File: src/rtl/lock_entry_ctrl.sv
// Keypad-side sequencer for the combination-lock checker: buffers four BCD
// digits, streams them on ENTER and tracks the checker's grant/deny/lock result.
module lock_entry_ctrl #(
    parameter int unsigned IDLE_TIMEOUT = 1000,
    parameter int unsigned RESP_TIMEOUT = 16,
    parameter int unsigned GUARD        = 3
) (
    input  logic       clk,
    input  logic       rst,
    input  logic       key_valid,
    input  logic [3:0] key_code,
    output logic       key_ready,
    output logic       enter_out,
    output logic [3:0] digit_out,
    input  logic       grant_in,
    input  logic       deny_in,
    input  logic       lock_in,
    output logic       granted,
    output logic       denied,
    output logic       locked_out,
    output logic       key_err,
    output logic       resp_err,
    output logic [2:0] digits_entered,
    output logic       busy
);

    typedef enum logic [2:0] {
        S_COLLECT,
        S_ENTER,
        S_SEND,
        S_WAIT,
        S_GUARD,
        S_LOCKED
    } state_t;

    localparam logic [3:0]  K_CLEAR    = 4'hA;
    localparam logic [3:0]  K_BACK     = 4'hB;
    localparam logic [3:0]  K_ENTER    = 4'hE;
    localparam logic [31:0] IDLE_LAST  = 32'(IDLE_TIMEOUT - 1);
    localparam logic [31:0] RESP_LAST  = 32'(RESP_TIMEOUT - 1);
    localparam logic [31:0] GUARD_LAST = 32'(GUARD - 1);

    state_t      state, state_nxt;
    logic [3:0]  digit_buf [4];
    logic [2:0]  cnt, cnt_nxt;
    logic [1:0]  idx, idx_nxt;
    logic [31:0] idle_cnt, idle_nxt;
    logic [31:0] resp_cnt, resp_nxt;
    logic [31:0] guard_cnt, guard_nxt;
    logic        buf_we;
    logic        key_acc;
    logic        granted_nxt, denied_nxt, key_err_nxt, resp_err_nxt;

    // NOTE: sequential state uses non-blocking assignments so every register
    // samples the pre-edge values regardless of statement order.
    always_ff @(posedge clk) begin
        if (rst) state <= S_COLLECT;
        else     state <= state_nxt;
    end

    // NOTE: every signal driven here gets a default first, so no path through
    // the case tree leaves one unassigned and infers a latch.
    always_comb begin
        state_nxt    = state;
        cnt_nxt      = cnt;
        idx_nxt      = idx;
        idle_nxt     = '0;
        resp_nxt     = '0;
        guard_nxt    = '0;
        buf_we       = 1'b0;
        granted_nxt  = 1'b0;
        denied_nxt   = 1'b0;
        key_err_nxt  = 1'b0;
        resp_err_nxt = 1'b0;
        key_acc      = key_valid && (state == S_COLLECT);

        unique case (state)
            S_COLLECT: begin
                if (key_acc) begin
                    if (key_code <= 4'd9) begin
                        if (cnt < 3'd4) begin
                            buf_we  = 1'b1;
                            cnt_nxt = cnt + 3'd1;
                        end else begin
                            key_err_nxt = 1'b1;
                        end
                    end else if (key_code == K_CLEAR) begin
                        cnt_nxt = '0;
                    end else if (key_code == K_BACK) begin
                        if (cnt != '0) cnt_nxt = cnt - 3'd1;
                    end else if (key_code == K_ENTER) begin
                        if (cnt == 3'd4) begin
                            state_nxt = S_ENTER;
                        end else begin
                            key_err_nxt = 1'b1;
                            cnt_nxt     = '0;
                        end
                    end else begin
                        key_err_nxt = 1'b1;
                    end
                end else if (cnt != '0) begin
                    // Abandoned partial entries are silently discarded.
                    if (idle_cnt >= IDLE_LAST) cnt_nxt  = '0;
                    else                       idle_nxt = idle_cnt + 32'd1;
                end
            end

            S_ENTER: begin
                state_nxt = S_SEND;
                idx_nxt   = '0;
            end

            S_SEND, S_WAIT: begin
                if (deny_in) begin
                    denied_nxt  = 1'b1;
                    key_err_nxt = grant_in;
                    cnt_nxt     = '0;
                    state_nxt   = S_GUARD;
                end else if (grant_in) begin
                    granted_nxt = 1'b1;
                    cnt_nxt     = '0;
                    state_nxt   = S_COLLECT;
                end else if (state == S_SEND) begin
                    if (idx == 2'd3) state_nxt = S_WAIT;
                    else             idx_nxt   = idx + 2'd1;
                end else if (resp_cnt >= RESP_LAST) begin
                    resp_err_nxt = 1'b1;
                    cnt_nxt      = '0;
                    state_nxt    = S_COLLECT;
                end else begin
                    resp_nxt = resp_cnt + 32'd1;
                end
            end

            S_GUARD: begin
                if (guard_cnt >= GUARD_LAST) state_nxt = S_COLLECT;
                else                         guard_nxt = guard_cnt + 32'd1;
            end

            S_LOCKED: begin
                if (!lock_in) begin
                    state_nxt = S_COLLECT;
                    cnt_nxt   = '0;
                end
            end

            default: state_nxt = S_COLLECT;
        endcase

        // A checker lockout overrides whatever the current state decided.
        if (lock_in && state != S_LOCKED) begin
            state_nxt    = S_LOCKED;
            cnt_nxt      = '0;
            buf_we       = 1'b0;
            granted_nxt  = 1'b0;
            denied_nxt   = 1'b0;
            key_err_nxt  = 1'b0;
            resp_err_nxt = 1'b0;
        end
    end

    // NOTE: the digit buffer is small and explicitly reset so a stale code
    // never survives a reset; larger storage would normally stay unreset.
    always_ff @(posedge clk) begin
        if (rst) begin
            for (int i = 0; i < 4; i++) digit_buf[i] <= '0;
            cnt       <= '0;
            idx       <= '0;
            idle_cnt  <= '0;
            resp_cnt  <= '0;
            guard_cnt <= '0;
            granted   <= 1'b0;
            denied    <= 1'b0;
            key_err   <= 1'b0;
            resp_err  <= 1'b0;
        end else begin
            if (buf_we) digit_buf[cnt[1:0]] <= key_code;
            cnt       <= cnt_nxt;
            idx       <= idx_nxt;
            idle_cnt  <= idle_nxt;
            resp_cnt  <= resp_nxt;
            guard_cnt <= guard_nxt;
            granted   <= granted_nxt;
            denied    <= denied_nxt;
            key_err   <= key_err_nxt;
            resp_err  <= resp_err_nxt;
        end
    end

    // A deny seen mid-stream silences the digit bus in the same cycle.
    always_comb begin
        key_ready      = (state == S_COLLECT);
        enter_out      = (state == S_ENTER);
        locked_out     = (state == S_LOCKED);
        busy           = (state != S_COLLECT);
        digits_entered = cnt;
        digit_out      = (state == S_SEND && !deny_in) ? digit_buf[idx] : 4'd0;
    end

endmodule

File: config.mk
export PLATFORM = sky130hd
export DESIGN_NAME = lock_entry_ctrl
export DESIGN_NICKNAME = d
export VERILOG_FILES = /design/src/rtl/lock_entry_ctrl.sv
export SDC_FILE = /design/constraint.sdc
export NUM_CORES = 1
export LEC_CHECK = 0
export ABC_CLOCK_PERIOD_IN_PS = 4200
export CORE_UTILIZATION = 50
export DETAILED_ROUTE_END_ITERATION = 10
export PLACE_DENSITY = 0.73
export SKIP_LAST_GASP = 1
export SLEW_MARGIN = 25
export SYNTH_ARGS = -nofsm -noshare
export SYNTH_HDL_FRONTEND = slang
export SYNTH_SLANG_ARGS = --single-unit
File: constraint.sdc
create_clock -name clk -period 4.2 [get_ports clk]
set_input_delay 0.42 -clock clk [delete_from_list [all_inputs] [get_ports clk]]
set_output_delay 0.42 -clock clk [all_outputs]
set_load 0.02 [all_outputs]
Word level (Yosys, flattened, before mapping) --
Memories as Yosys holds them, arrays and structs flattened. A register that Yosys moved wholly into a read port is not among the register bits. Cells that the tools add are included. Widths: inputs -> output; s select.
Operators by class: add/subtract/negate cells 6, order comparisons 5, equal/unequal tests 43, multiplexer cells 62, bitwise logic cells 4, reductions and logical operators 22
Operators by type and width (number):
- $add 32x1->32 const B | 3
- $mux 3 | 27
- $ge 32x10->1 const B | 1
- $ge 32x2->1 const B | 1
- $ge 32x4->1 const B | 1
- $reduce_and 10->1 | 3
- $mux 1 | 22
- $ne 2x2->1 const B | 9
- $ne 6x6->1 const B | 3
- $ne 3x1->1 const B | 5
- $pmux 3 s5 | 1
- $mux 2 | 7
- $eq 4x4->1 const B | 3
- $ne 3x2->1 const B | 4
- $reduce_or 6->1 | 2
- $ne 5x5->1 const B | 2
- $eq 3x3->1 const B | 3
- $pmux 3 s3 | 1
- $reduce_bool 3->1 | 3
- $mux 4 | 2
- $ne 4x4->1 const B | 2
- $reduce_or 4->1 | 2
- $eq 3x2->1 const B | 2
- $ne 2x1->1 const B | 3
- other kinds (22) | 30
Storage, ports and cells: bits in registers 108, RAM bits 16, output and inout port bits 15, memories 1
Memory list:
- digit_buf | depth 4, width 4, rd ports 1, clocked after Yosys merged registers in 1, wr ports 4, line 44 | logic [3:0] digit_buf [4];

Logic depth before layout (Yosys ltp) --
Gate-level depths: netlist (run 1).
word-level depth 11, mapped depth 8, gate-level depth less buffers 7

Worst setup path before layout (run 1) --
Ideal clock, no wire load.
path type register to register, start point register cnt[0] (netlist: digits_entered[0]), end point register cnt[0] (netlist: digits_entered[0]), setup time 117 ps, arrival 2198 ps, data required time 4083 ps, setup slack 1885 ps, cell stages (with the launch flop) 9, period minus slack after synthesis 2315 ps, cell sequence dfxtp_1 > clkbuf_1 > inv_1 > ha_1 > nor2b_1 > a21oi_2 > a221oi_1 > or4_4 > a32o_1
Between the ends: cells in the longest elaborated chain, start to end 7
Ends and longest elaborated chain:
- start: declaration | line 45 | logic [2:0] cnt, cnt_nxt;
- start signal: assignment | line 178 | cnt <= cnt_nxt;
- $sub 3x1->3 | line 90 | if (cnt != '0) cnt_nxt = cnt - 3'd1;
- $mux 3 | line 90
- $mux 3 | line 89 | end else if (key_code == K_BACK) begin
- $mux 3 | line 87 | end else if (key_code == K_CLEAR) begin
- $mux 3 | line 80 | if (key_code <= 4'd9) begin
- $mux 3 | line 79 | if (key_acc) begin
- $pmux 3 s3 | line 77 | unique case (state)
Parallel ways exist; a longest one is shown, timed or not. The select of a mux whose other input is x is not followed. A chain may end at the register's enable or synchronous reset.

Final worst setup path (run 1) --
start point register state[1], end point output port digit_out[0]
Between the ends: cells in the longest elaborated chain, start to end 3
Ends and longest elaborated chain:
- start: declaration | line 43 | state_t state, state_nxt;
- start signal: assignment | line 58 | else state <= state_nxt;
- $eq 3x2->1 | line 197 | digit_out = (state == S_SEND && !deny_in) ? digit_buf[idx] : 4'd0;
- $logic_and 1x1->1 | line 197
- $mux 4 | line 197
- end: declaration | line 14 | output logic [3:0] digit_out,
Every way passes these cells.

==> impl_summary.txt, run 1 <==
----------------------------------------------------
[Logic synthesis]
  Netlist Area Pre-Place ... a little over 4000 um^2
  Top FF cell, synth ... sky130_fd_sc_hd__dfxtp_1
  Count of flip-flops with a built-in enable after synthesis ... 16
  Yosys warns ... 0
  Count of unique library cells instantiated by Yosys ... 55
  #FFs+latches synth ... about 130
  Post-Syn Area per Cell ... about 12 um^2
  Gate count after technology mapping ... between 300 and 400
  Share of async-settable or async-resettable flops after synthesis ... 0%
  Sequential fraction of the synthesis area ... 64.9%

[GRT]
  Wire length of the first global-routing pass ... ~12 mm
  Number of antenna violations at the first check in global routing ... 0
  Global-route total usage across every layer ... 18.7%
  Global-route congestion overflow total ... 0
  Vias in the first global route ... roughly 2700
  Maximum number of pins on one net before global-route repair ... 18

[CTS]
  Latest clock arrival within the worst-skew pair ... approximately 500 ps
  TritonCTS Buffers ... 17
  Clock-pin slew on the worst setup and hold paths ... ~60 ps
  Postcts setup bufs ... 0
  Number of gates resized after cts ... 0
  CTS tree ... yes
  Clock tree buffer depth ... 2
  Cts hold-fix bufs ... 0
  CTS sink count ... between 100 and 150
  Cell at the root of the clock tree ... sky130_fd_sc_hd__clkbuf_8
  Number of H-tree branching levels ... 4

[Timing]
  Clock Skews ... ~6 ps
  Tightest hold margin ... between 400 and 500 ps
  Final Slew Violations ... 0
  Max Fclk ... about 370 MHz
  Relative slew slack ... between 50% and 60%
  Slew of the pin with the lowest slew margin ... around 640 ps
  Unrepaired setup endpoints after global routing ... false
  Final critical-path share of the clock period ... about 64%
  Final Critical Period ... between 2000 and 3000 ps
  Final hold violation count ... 0
  Setup-failing EPs final ... 0
  Final setup TNS ... 0 ps

[Cells and area]
  Leading cell type in the layout, fill and taps excluded ... sky130_fd_sc_hd__dfxtp_1
  Commonest non-fill, non-tap cells in the layout ... 110 x sky130_fd_sc_hd__dfxtp_1, 79 x sky130_fd_sc_hd__conb_1, 33 x sky130_fd_sc_hd__nor2_1
  Fill cell instance count of the final layout ... 627
  Layout cells sized above 1 ... approximately 11%
  Net total in the final layout ... around 470
  Area growth, synth to finish ... 29.6%
  Share of the core filled with cells ... approximately two thirds
  Antenna diode count ... 0

[Routing]
  Antenna Violating Nets Remaining ... 0
  Routed WL ... approximately 7.1 mm
  Via count normalized by instance count ... about 4.7
  Starting DRT DRC Count ... around 130
  Vias after detailed routing ... 2682
  Per-cell routed wire length ... 12.4 um
  Count of unresolved DRC violations after routing ... 0
  DRT Pass-1 Iters ... 4

[Floorplan]
  Die Width ... a little over 90 um
  Die height ... slightly above 90 um
  Core region area ... 7850 um^2
  Die area ... approximately 8600 um^2
  Row Count ... 32
  Count of boundary I/O pins ... 25
  Initial Utilization ... a little over half

[Worst setup path]
  Delay contributed by the slowest stage of the critical path ... between 600 and 700 ps
  Crit path max-delay family ... flip-flops
  Type of element capturing the critical path ... primary output
  Crit start category ... register
  CP max-delay cell ... sky130_fd_sc_hd__dfxtp_1
  CP Data Required Time ... 3780 ps
  Count of buffer and inverter cells on the critical path ... 1
  Cell Chain, Critical Path ... nand3b_1 -> nor2b_1 -> clkdlybuf4s50_1
  Path type of the worst setup path ... register to primary output
  Largest fanout of any net on the critical path ... 17
  Worst endpoint data arrival time ... 2270 ps

[Power]
  Switching power share of the total ... between 20% and 30%
  Reg power frac ... between 40% and 50%
  LEAKAGE ... 0.00217 uW
  Power per cell area ... about 530 nW/um^2
  Reported net switching power ... 581 uW
  Overall power consumption ... 2840 uW
  Clock group share of total power ... between 50% and 60%
  IR drop worst, VDD ... ~0.47 mV
  Int Power ... between 2000 and 2500 uW
  Combinational share of power ... between 3 and 4%

[Run]
  Number of maximum-capacitance violations ... 0

[Run status]
  Outcome ... completed

[Min path]
  Path class of the lowest-slack min-delay path ... register to register

[Placement]
  HPWL after detailed placement ... a little under 5 mm
  Final GP Congestion ... between 0.9 and 1
  # port buffers ... 24

----------------------------------------------------
[worst register-to-register path, stage by stage, from the launching register on]
cell	delay, ps
sky130_fd_sc_hd__dfxtp_1	620
sky130_fd_sc_hd__nand3b_1	190
sky130_fd_sc_hd__a21oi_1	560
sky130_fd_sc_hd__nand2_2	260
sky130_fd_sc_hd__nor3_2	240
sky130_fd_sc_hd__or2_2	200
[power by group through the flow]
stage / registers (uW) / clock network [uW] / logic, uW
after global routing: 1300 / 1530 / 120
after global placement: 1310 / 0 / 102
final: 1290 / 1440 / 107
after detailed placement: 1320 / 0 / 103
after floorplan: 1310 / 0 / 75.0
after CTS: 1290 / 1470 / 104
[cell type report]
type	count	area, um^2	share of cell area, %
Clock buffer	20	447	8.34
Multi-Input combinational cell	276	1670	31.2
Clock inverter	12	156	2.92
Timing Repair Buffer	24	240	4.48
Inverter	9	33.8	0.631
Sequential cell	126	2680	50.1
Tap cell	102	128	2.38
[synthesized netlist by cell type, types with 2 or more instances]
library cell / number / share of area (%)
sky130_fd_sc_hd__nor2b_1: 6 / 0.91
sky130_fd_sc_hd__or2_2: 4 / 0.61
sky130_fd_sc_hd__nor3_2: 3 / 0.73
sky130_fd_sc_hd__ha_1: 8 / 2.4
sky130_fd_sc_hd__xnor2_1: 4 / 0.85
sky130_fd_sc_hd__a211oi_1: 2 / 0.36
sky130_fd_sc_hd__a31oi_1: 2 / 0.30
sky130_fd_sc_hd__and4b_1: 3 / 0.73
sky130_fd_sc_hd__edfxtp_1: 16 / 12
sky130_fd_sc_hd__o221a_2: 2 / 0.55
sky130_fd_sc_hd__a32o_1: 4 / 0.97
sky130_fd_sc_hd__mux4_2: 4 / 2.2
sky130_fd_sc_hd__nand3b_1: 2 / 0.36
sky130_fd_sc_hd__nand4_1: 5 / 0.76
sky130_fd_sc_hd__nand2_1: 6 / 0.55
sky130_fd_sc_hd__nor3_1: 7 / 0.85
sky130_fd_sc_hd__dfxtp_1: 110 / 53
sky130_fd_sc_hd__a22oi_1: 2 / 0.36
sky130_fd_sc_hd__clkbuf_1: 6 / 0.55
sky130_fd_sc_hd__nand2b_1: 3 / 0.45
sky130_fd_sc_hd__or3_1: 2 / 0.30
sky130_fd_sc_hd__a21oi_1: 6 / 0.73
sky130_fd_sc_hd__nor4_1: 26 / 3.9
sky130_fd_sc_hd__and3_1: 6 / 0.91
sky130_fd_sc_hd__nor2_1: 33 / 3.0
sky130_fd_sc_hd__a221oi_1: 2 / 0.42
sky130_fd_sc_hd__and2_1: 11 / 1.7
sky130_fd_sc_hd__nand4b_1: 2 / 0.42
sky130_fd_sc_hd__xor2_1: 7 / 1.5
sky130_fd_sc_hd__o21ai_0: 2 / 0.24
sky130_fd_sc_hd__nand3_1: 13 / 1.6
sky130_fd_sc_hd__inv_1: 9 / 0.82
[cells by family after synthesis]
group                      Yosys count  share of synthesized area (%)
buffers and inverters               17                           1.76
other                                1                         0.0908
muxes                                5                           2.45
AOI/OAI and AO/OA                   33                           6.12
xor gates and xnor gates            11                           2.33
DFF                                126                           64.9
and+or+nand+nor                    140                           19.9
adders and majority gates            8                           2.42
[state kept, by name (all words and copies together) (netlist names), named ones only]
name,cells
denied,1
digit_buf,16
guard_cnt,32
resp_cnt,32
state,3
idle_cnt,32
resp_err,1
key_err,1
idx,2
granted,1
digits_entered,3
[routing by layer]
metal	part of all wire (%)	track usage, %	vias to the layer above
met5	0	0	-
met3	4.1	6.16	10
li1	-	-	1391
met2	51	32.0	56
met1	43	20.9	1225
met4	1.8	9.23	0
[through the flow]
step / setup slack, ps / instances / cell area, um^2
after floorplan: 1880 / 419 / 4420
after global routing: 1360 / 569 / 5360
final: 1510 / 569 / 5360
after global placement: 1600 / 537 / 4750
after detailed placement: 1500 / 537 / 4750
after CTS: 1490 / 569 / 5360
[path summary, 6_finish.rpt]
kind                from         endpoint  slack (ps)  cells past startpoint
max             state[1]     digit_out[0]        1510                      3
min          resp_cnt[0]      resp_cnt[0]         440                      1
min reg2reg  resp_cnt[0]      resp_cnt[0]         440                      1
max reg2reg     state[2]  digit_buf[2][1]        1850                      5
No activity file was read; power rests on OpenSTA's default activity.
==> inputs of run 2 (changes only) <==
--- a/config.mk
+++ b/config.mk
@@ -5,7 +5,7 @@
 export SDC_FILE = /design/constraint.sdc
 export NUM_CORES = 1
 export LEC_CHECK = 0
-export ABC_CLOCK_PERIOD_IN_PS = 4200
+export ABC_CLOCK_PERIOD_IN_PS = 2590
 export CORE_UTILIZATION = 50
 export DETAILED_ROUTE_END_ITERATION = 10
 export PLACE_DENSITY = 0.73
==> constraint.sdc (replaced) <==
create_clock -name clk -period 2.59 [get_ports clk]
set_input_delay 0.259 -clock clk [delete_from_list [all_inputs] [get_ports clk]]
set_output_delay 0.259 -clock clk [all_outputs]
set_load 0.02 [all_outputs]
==> impl_summary.txt, run 2 (synthesized netlist as in run 1, its figures left out) <==
----------------------------------------------------
[Power]
  LEAKAGE ... 0.00221 uW
  Clock group share of total power ... ~50%
  Power per cell area ... between 800 and 900 nW/um^2
  Reported net switching power ... between 1000 and 1500 uW
  Reg power frac ... 45.3%
  Combinational share of power ... approximately 4%
  IR drop worst, VDD ... about 0.59 mV
  Switching power share of the total ... between 20 and 25%
  Int Power ... between 3000 and 4000 uW

[Placement]
  HPWL after detailed placement ... slightly above 5 mm
  Final GP Congestion ... 0.837
  # port buffers ... 24

[GRT]
  Maximum number of pins on one net before global-route repair ... 18
  Global-route total usage across every layer ... between 20% and 30%
  Wire length of the first global-routing pass ... ~13 mm
  Global-route congestion overflow total ... 0
  Vias in the first global route ... approximately 2800
  Number of antenna violations at the first check in global routing ... 0

[Worst setup path]
  Count of buffer and inverter cells on the critical path ... 1
  Setup slack of the worst register-to-register path ... roughly 380 ps
  Path type of the worst setup path ... register to primary output
  Worst endpoint data arrival time ... about 2200 ps
  RR Endpoint ... digit_buf[2][1]
  Largest fanout of any net on the critical path ... 4
  Cell Chain, Critical Path ... mux4_2 -> nor2b_1 -> clkdlybuf4s50_1
  CP Data Required Time ... roughly 2300 ps
  Worst R2R Start ... state[2]
  Crit start category ... register
  Crit path max-delay family ... multiplexers
  Delay contributed by the slowest stage of the critical path ... roughly 550 ps
  R2R cell count ... 5
  CP max-delay cell ... sky130_fd_sc_hd__mux4_2
  Type of element capturing the critical path ... primary output

[Floorplan]
  Die height ... ~93 um
  Die Width ... between 90 and 100 um
  Row Count ... 32
  Core region area ... 7850 um^2
  Initial Utilization ... 52.6%
  Die area ... 8630 um^2
  Count of boundary I/O pins ... 25

[Min path]
  Path class of the lowest-slack min-delay path ... register to register
  WHS Endpoint ... resp_cnt[0]
  HP Start ... resp_cnt[0]
  Count of cells along the worst hold path ... 1

[CTS]
  Number of H-tree branching levels ... 4
  Clock tree buffer depth ... 2
  CTS sink count ... 126
  CTS tree ... yes
  Latest clock arrival within the worst-skew pair ... just over 500 ps
  TritonCTS Buffers ... 17
  Postcts setup bufs ... 0
  Cts hold-fix bufs ... 0
  Number of gates resized after cts ... 0
  Cell at the root of the clock tree ... sky130_fd_sc_hd__clkbuf_8
  Clock-pin slew on the worst setup and hold paths ... approximately 60 ps

[Cells and area]
  Commonest non-fill, non-tap cells in the layout ... 109 x sky130_fd_sc_hd__dfxtp_1, 79 x sky130_fd_sc_hd__conb_1, 32 x sky130_fd_sc_hd__nor2_1
  Footprint of the flip-flops and latches ... 2680 um^2
  Fill cell instance count of the final layout ... just under 600
  Net total in the final layout ... ~480
  Leading cell type in the layout, fill and taps excluded ... sky130_fd_sc_hd__dfxtp_1
  Antenna diode count ... 0
  Area of the multi-input gates ... about 1700 um^2
  Area growth, synth to finish ... 31.0%
  Top Registers ... guard_cnt x32, idle_cnt x32, resp_cnt x32
  Share of the core filled with cells ... 69.0%
  Layout cells sized above 1 ... 12.9%

[Run]
  Number of maximum-capacitance violations ... 0

[Timing]
  Final Critical Period ... 2460 ps
  Clock Skews ... roughly 8.6 ps
  Unrepaired setup endpoints after global routing ... false
  Final Slew Violations ... 0
  Slew of the pin with the lowest slew margin ... approximately 530 ps
  Max Fclk ... slightly above 400 MHz
  Relative slew slack ... about 64%
  Setup-failing EPs final ... 0
  Tightest hold margin ... around 450 ps
  Final critical-path share of the clock period ... a little over nine tenths
  Final setup TNS ... 0 ps
  Final hold violation count ... 0

[Routing]
  Vias after detailed routing ... 2751
  Count of unresolved DRC violations after routing ... 0
  Per-cell routed wire length ... 13.3 um
  Antenna Violating Nets Remaining ... 0
  DRT Pass-1 Iters ... 4
  Starting DRT DRC Count ... between 100 and 150
  Via count normalized by instance count ... 4.78
  Routed WL ... about 7.6 mm

[Run status]
  Outcome ... completed

----------------------------------------------------
[run 2: metal layers]
layer | GRT usage, % | up-vias | part of all wire [%]
li1 | - | 1410 | -
met1 | 22.5 | 1261 | 42
met2 | 34.6 | 59 | 51
met3 | 6.24 | 21 | 4.3
met4 | 11.0 | 0 | 2.5
met5 | 0 | - | 0
[run 2: metrics by stage]
stage	instance area (um^2)	setup slack, ps	instances	total power [uW]
finish	5410	135	576	4630
global route	5410	46.8	576	4790
CTS	5410	54.1	576	4660
detailed placement	4810	241	544	2310
global placement	4810	298	544	2300
floorplan	4420	275	419	2240
[run 2: area by class of cell]
class,instances,area share [%]
Sequential cell,126,49.6
Clock inverter,12,2.73
Inverter,9,0.624
Tap cell,102,2.36
Timing Repair Buffer,31,5.41
Multi-Input combinational cell,276,30.9
Clock buffer,20,8.44
[run 2: worst max-delay path by stage]
stage	cells past startpoint	from	to
floorplan	8	digits_entered[0]	digits_entered[0]
global placement	6	key_valid	digit_buf[0][3]
detailed placement	6	key_valid	digit_buf[2][2]
CTS	3	state[1]	digit_out[1]
global route	4	state[2]	digit_out[1]
finish	3	register	digit_out[3]
[run 2: power groups by stage]
stage          Sequential (uW)  Clock (uW)  Combinational, uW
2_1_floorplan             2120           0                122
3_3_place_gp              2130           0                172
3_5_place_dp              2130           0                174
4_1_cts                   2090        2390                177
5_1_grt                   2100        2480                203
6_report                  2090        2350                181
